[config.mk]
export PLATFORM = sky130hd
export DESIGN_NAME = muldiv_seq
export DESIGN_NICKNAME = d
export VERILOG_FILES = /design/src/rtl/muldiv_seq_pkg.sv /design/src/rtl/muldiv_step.sv /design/src/rtl/muldiv_seq.sv
export SDC_FILE = /design/constraint.sdc
export NUM_CORES = 1
export LEC_CHECK = 0
export CELL_PAD_IN_SITES_DETAIL_PLACEMENT = 0
export CELL_PAD_IN_SITES_GLOBAL_PLACEMENT = 1
export CORE_ASPECT_RATIO = 2
export CORE_MARGIN = 1.5
export CORE_UTILIZATION = 44
export CTS_CLUSTER_DIAMETER = 80
export CTS_CLUSTER_SIZE = 40
export DETAILED_ROUTE_END_ITERATION = 8
export HOLD_SLACK_MARGIN = 0.1
export PLACE_DENSITY_LB_ADDON = 0.2
export SLEW_MARGIN = 20
export SYNTH_ARGS = -nofsm -noshare
export SYNTH_HDL_FRONTEND = slang
export SYNTH_SLANG_ARGS = --single-unit
[constraint.sdc]
create_clock -name clk -period 4.45 [get_ports clk]
set_input_delay 0.89 -clock clk [delete_from_list [all_inputs] [get_ports clk]]
set_output_delay 0.89 -clock clk [all_outputs]
set_load 0.03 [all_outputs]
[src/rtl/muldiv_seq_pkg.sv]
// Shared definitions for the sequential multiply/divide unit: FSM state
// encodings and operation codes. The optional divider is controlled by the
// MULDIV_DIV_EN macro in the files that import this package.
package muldiv_seq_pkg;

  typedef enum logic [1:0] {
    ST_IDLE = 2'd0,
    ST_RUN  = 2'd1,
    ST_DONE = 2'd2
  } state_t;

  localparam logic OP_MUL = 1'b0;
  localparam logic OP_DIV = 1'b1;

endpackage

[src/rtl/muldiv_step.sv]
// One combinational iteration of the multiply/divide unit.
// Multiply: acc <- (acc << 1) + (bit_in ? opnd : 0), multiplier bits MSB first.
// Divide (only with MULDIV_DIV_EN): restoring step on the remainder held in
// acc[WIDTH-1:0]; bit_in is the next dividend bit, q_bit the quotient bit.
module muldiv_step
  import muldiv_seq_pkg::*;
#(
  parameter int WIDTH = 8
) (
  input  logic [2*WIDTH-1:0] acc,
  input  logic               op,
  input  logic               bit_in,
  input  logic [WIDTH-1:0]   opnd,
  output logic [2*WIDTH-1:0] acc_next,
  output logic               q_bit
);

  logic [2*WIDTH-1:0] mul_acc;
  logic               unused_msb;

  // The product MSB is shifted out before it could ever be set.
  assign unused_msb = acc[2*WIDTH-1];

  // Shift-add: the single adder shared by every multiply step.
  always_comb begin
    mul_acc = {acc[2*WIDTH-2:0], 1'b0} + (bit_in ? {{WIDTH{1'b0}}, opnd} : {2*WIDTH{1'b0}});
  end

`ifdef MULDIV_DIV_EN
  logic [WIDTH:0]   rem_shift;
  logic [WIDTH+1:0] diff;
  logic             unused_diff;

  // A successful subtract leaves a remainder below the divisor, so bit WIDTH is always 0.
  assign unused_diff = diff[WIDTH];

  // Restoring subtract; with a zero divisor every step succeeds, which
  // naturally yields an all-ones quotient and a remainder equal to the dividend.
  always_comb begin
    rem_shift = {acc[WIDTH-1:0], bit_in};
    diff      = {1'b0, rem_shift} - {2'b00, opnd};
    acc_next  = mul_acc;
    q_bit     = 1'b0;
    if (op == OP_DIV) begin
      q_bit    = ~diff[WIDTH+1];
      acc_next = {{WIDTH{1'b0}}, (q_bit ? diff[WIDTH-1:0] : rem_shift[WIDTH-1:0])};
    end
  end
`else
  logic unused_op;

  assign unused_op = op;

  // Multiply-only build: no subtractor, quotient bit is constant.
  always_comb begin
    acc_next = mul_acc;
    q_bit    = 1'b0;
  end
`endif

endmodule

[src/rtl/muldiv_seq.sv]
// Sequential unsigned multiply/divide unit, one step per clock.
// Define MULDIV_DIV_EN to build the divider; without it op is ignored and
// every operation is a multiply with identical timing.
module muldiv_seq
  import muldiv_seq_pkg::*;
#(
  parameter int WIDTH = 8
) (
  input  logic             clk,
  input  logic             reset,
  input  logic             start,
  input  logic             op,
  input  logic [WIDTH-1:0] a,
  input  logic [WIDTH-1:0] b,
  output logic             busy,
  output logic             done,
  output logic [WIDTH-1:0] res_lo,
  output logic [WIDTH-1:0] res_hi,
  output logic             zero,
  output logic             dz
);

  localparam int                 COUNT_W = (WIDTH > 2) ? $clog2(WIDTH) : 1;
  localparam logic [COUNT_W-1:0] LAST    = COUNT_W'(WIDTH - 1);

  state_t               state, state_next;
  logic [COUNT_W-1:0]   count;
  logic [2*WIDTH-1:0]   acc, acc_next;
  logic [WIDTH-1:0]     sh, opnd;
  logic [WIDTH-1:0]     fin_lo, fin_hi;
  logic                 op_r, op_eff, q_bit, accept, last_step;

`ifdef MULDIV_DIV_EN
  logic dz_r;

  assign op_eff = op;
  assign dz     = dz_r;
`else
  logic unused_op;

  assign unused_op = op;
  assign op_eff    = OP_MUL;
  assign dz        = 1'b0;
`endif

  // State register.
  always_ff @(posedge clk) begin
    if (reset) state <= ST_IDLE;
    else       state <= state_next;
  end

  // Next state and handshake outputs; start is only looked at in IDLE and DONE.
  always_comb begin
    state_next = state;
    busy       = 1'b0;
    done       = 1'b0;
    accept     = 1'b0;
    last_step  = 1'b0;
    unique case (state)
      ST_IDLE: begin
        if (start) begin
          accept     = 1'b1;
          state_next = ST_RUN;
        end
      end
      ST_RUN: begin
        busy = 1'b1;
        if (count == LAST) begin
          last_step  = 1'b1;
          state_next = ST_DONE;
        end
      end
      ST_DONE: begin
        done = 1'b1;
        if (start) begin
          accept     = 1'b1;
          state_next = ST_RUN;
        end else begin
          state_next = ST_IDLE;
        end
      end
      default: state_next = ST_IDLE;
    endcase
  end

  // Step counter: cleared on accept, advances once per RUN cycle.
  always_ff @(posedge clk) begin
    if (reset)       count <= '0;
    else if (accept) count <= '0;
    else if (busy)   count <= count + COUNT_W'(1);
  end

  // Operand capture and iteration. sh streams the multiplier (or dividend)
  // MSB first and, for divide, collects quotient bits at the LSB.
  always_ff @(posedge clk) begin
    if (accept) begin
      op_r <= op_eff;
      acc  <= '0;
      sh   <= (op_eff == OP_DIV) ? a : b;
      opnd <= (op_eff == OP_DIV) ? b : a;
    end else if (busy) begin
      acc <= acc_next;
      sh  <= {sh[WIDTH-2:0], q_bit};
    end
  end

  muldiv_step #(
    .WIDTH (WIDTH)
  ) u_step (
    .acc      (acc),
    .op       (op_r),
    .bit_in   (sh[WIDTH-1]),
    .opnd     (opnd),
    .acc_next (acc_next),
    .q_bit    (q_bit)
  );

  // Result of the final step, before it is registered.
  always_comb begin
    if (op_r == OP_DIV) begin
      fin_lo = {sh[WIDTH-2:0], q_bit};
      fin_hi = acc_next[WIDTH-1:0];
    end else begin
      fin_lo = acc_next[WIDTH-1:0];
      fin_hi = acc_next[2*WIDTH-1:WIDTH];
    end
  end

  // Result registers: loaded on the last step, held until the next result or reset.
  always_ff @(posedge clk) begin
    if (reset) begin
      res_lo <= '0;
      res_hi <= '0;
      zero   <= 1'b0;
    end else if (last_step) begin
      res_lo <= fin_lo;
      res_hi <= fin_hi;
      zero   <= (fin_lo == '0);
    end
  end

`ifdef MULDIV_DIV_EN
  // Divide-by-zero flag, registered alongside the result.
  always_ff @(posedge clk) begin
    if (reset)          dz_r <= 1'b0;
    else if (last_step) dz_r <= (op_r == OP_DIV) && (opnd == '0);
  end
`endif

endmodule

==> impl_metrics.csv <==
group,metric,value,unit
run_status,outcome,"finished, final reports clean",
sta,slew_headroom,36.9,%
synthesis,ys_warn_count,0,
place,dp_slack,1.69,ns
clock_network,cts_buffers,5,
sta,timing.final.ws_setup,1.36,ns
run,drv_cap,0,
floorplanning,num_rows,38,
worst_hold_path,hold_path.startpoint,"res_lo[4]",
sta,period_needed,3.09,ns
detailed_routing,post-route-drc-count,0,
synthesis,synthFlopType,"dfxtp_1",
sta,hold_ws,0.457,ns
setup_path,cp_data_required_time,3.56,ns
cells_and_area,final_area,3010,µm²
setup_path,critical_path_class,"flop to primary output",
place,gp_congestion,0.791,
synthesis,syn_area,2510,µm²
global_route,grt-ovfl-total,0,
detailed_routing,wirelength,5510,µm
sta,fin_setup_tns,0,ns
detailed_routing,antenna_left,0,
detailed_routing,wl_per_cell,16.2,µm
sta,clock.fmax,323,MHz
setup_path,cp-start-kind,"flop",
sta,worst_pin_slew,0.947,ns
clock_network,cts.sinks,53,
floorplanning,die_w,56.4,µm
cells_and_area,fin_util,55.0,%
clock_network,cts_max_level,2,
clock_network,path_clk_slew,0.09,ns
synthesis,syn_nets,279,
synthesis,ys_async_sr_fraction,0,%
sta,finalClockSkew,0.00774,ns
place,dp_hpwl,3870,µm
global_route,antenna_found_initial,0,
cells_and_area,diodes,0,
pwr,p_per_area,373,nW/µm²
sta,timing.final.setup_violations,0,
synthesis,syn_inst,249,
clock_network,hold_buffers,0,
sta,finalCritPeriodShare,69.5,%
cells_and_area,synthToLayoutAreaGrowth,19.9,%
detailed_routing,first_pass_iters,4,
global_route,grt_usage,19.7,%
floorplanning,die_h,110,µm
sta,report.final.hold_viol_count,0,
cells_and_area,layout_common_cells,"dfxtp_1 (37), clkdlybuf4s50_1 (37), nand2_1 (27)",
setup_path,end_kind,"primary output",
place,place_area,2900,µm²
clock_network,tritoncts,"yes",
synthesis,synth_cell_types,52,
clock_network,post_cts_buffers,0,
synthesis,synth-edff-count,16,
floorplanning,start_util,45.9,%
cells_and_area,drive_gt1_share,7.12,%
synthesis,syn_area_per_cell,10.1,µm²
place,portBuffers,37,
global_route,grt_max_degree,26,
clock_network,cts_buffer_depth,2,
clock_network,clk_latency,0.32,ns
floorplanning,fp.coreArea,5470,µm²
setup_path,cp_max_fo,24,
worst_hold_path,worstHoldPathType,"flop to flop",
synthesis,synth_seq_area_share,48.7,%
cells_and_area,fin_nets,310,
clock_network,cts_root_buf,"clkbuf_8",
sta,rsz0062_at_grt,"false",
global_route,grt_pass1_vias,1880,
global_route,grt_pass1_wl,9130,µm
pwr,ir_drop,0.000258,V
floorplanning,io_pins,40,
setup_path,crit_arrival,2.20,ns
detailed_routing,num_vias,1970,
detailed_routing,vias_per_cell,5.78,
synthesis,ys_seq_elements,53,
sta,drv_slew,0,
detailed_routing,first_iter_violations,63,
setup_path,crit_start,"state[1]",
pwr,p_leak,1.09,nW
setup_path,r2r-start,"sh[7]",
floorplanning,dieArea,6190,µm²
clock_network,ctsResizeCount,0,
==> through the flow <==
step                      instances  total power [mW]
after floorplan                 249             0.738
after global placement          333             0.796
after detailed placement        333             0.799
after CTS                       341              1.13
after global routing            341              1.18
final                           341              1.12
==> Yosys cell counts, types with 4 or more instances <==
master     n  area [µm²]
a311oi_1   5        43.8
clkbuf_1   8        30.0
ha_1       9         113
or3_1      7        43.8
edfxtp_1  16         480
a32o_1     4        40.0
nor2_1    16        60.1
o21ai_1    7        35.0
nand3_1    9        45.0
buf_2      4        20.0
nor3_1     4        20.0
a21oi_1   10        50.1
dfxtp_1   37         741
and2_1    12        75.1
xnor2_1    4        35.0
a211oi_1   4        30.0
a21o_1     5        37.5
a22o_1     4        35.0
mux2_2     7        78.8
nand2_1   27         101
==> flip-flops by register name, indices dropped and copies added (netlist names) <==
name    flops
acc        15
opnd        8
res_hi      8
res_lo      8
sh          8
count       3
state       2
zero        1
==> cell type report <==
type                       count  area, µm²
fill                         514       2460
multi-input combinational    178       1200
tap                           60       75.1
clock inverter                 3       41.3
clock buffer                   5       68.8
timing repair buffer          39        385
inverter                       3       11.3
sequential                    53       1220
==> critical path, stage by stage (launching register included) <==
cell,delay [ns]
dfxtp_1,0.31
nand2b_1,0.33
inv_2,0.47
clkdlybuf4s50_1,0.76
==> report_power, final <==
part / switching (mW) / internal (mW) / leakage, nW
Clock: 0.166 / 0.166 / 0.0518
Combinational: 0.116 / 0.0899 / 0.580
Sequential: 0.0402 / 0.543 / 0.456
Total: 0.323 / 0.798 / 1.09
==> worst paths after layout <==
kind          endpoint  slack, ns  cells past startpoint
max               busy       1.36                      3
min          res_lo[4]       0.46                      2
max reg2reg     acc[9]       1.66                      8
min reg2reg  res_lo[4]       0.46                      2
==> logic make-up after synthesis <==
| kind of cell | share of synthesized area, % |
|---|---|
| XOR/XNOR | 1.75 |
| buffers and inverters | 3.34 |
| adder cells (fa/ha/maj) | 5.29 |
| multiplexers | 3.94 |
| other | 0.149 |
| AND/OR/NAND/NOR | 19.5 |
| flip-flops | 48.7 |
| AO/OA/AOI/OAI | 17.4 |
==> metal layers <==
metal | wire, µm | share of wire, % | global-route usage [%]
met1 | 2110 | 38 | 20.8
met2 | 2980 | 54 | 35.1
met3 | 196 | 3.6 | 4.00
met4 | 223 | 4.0 | 12.8
met5 | 0 | 0 | 0
Power figures use the tool's default switching activity.
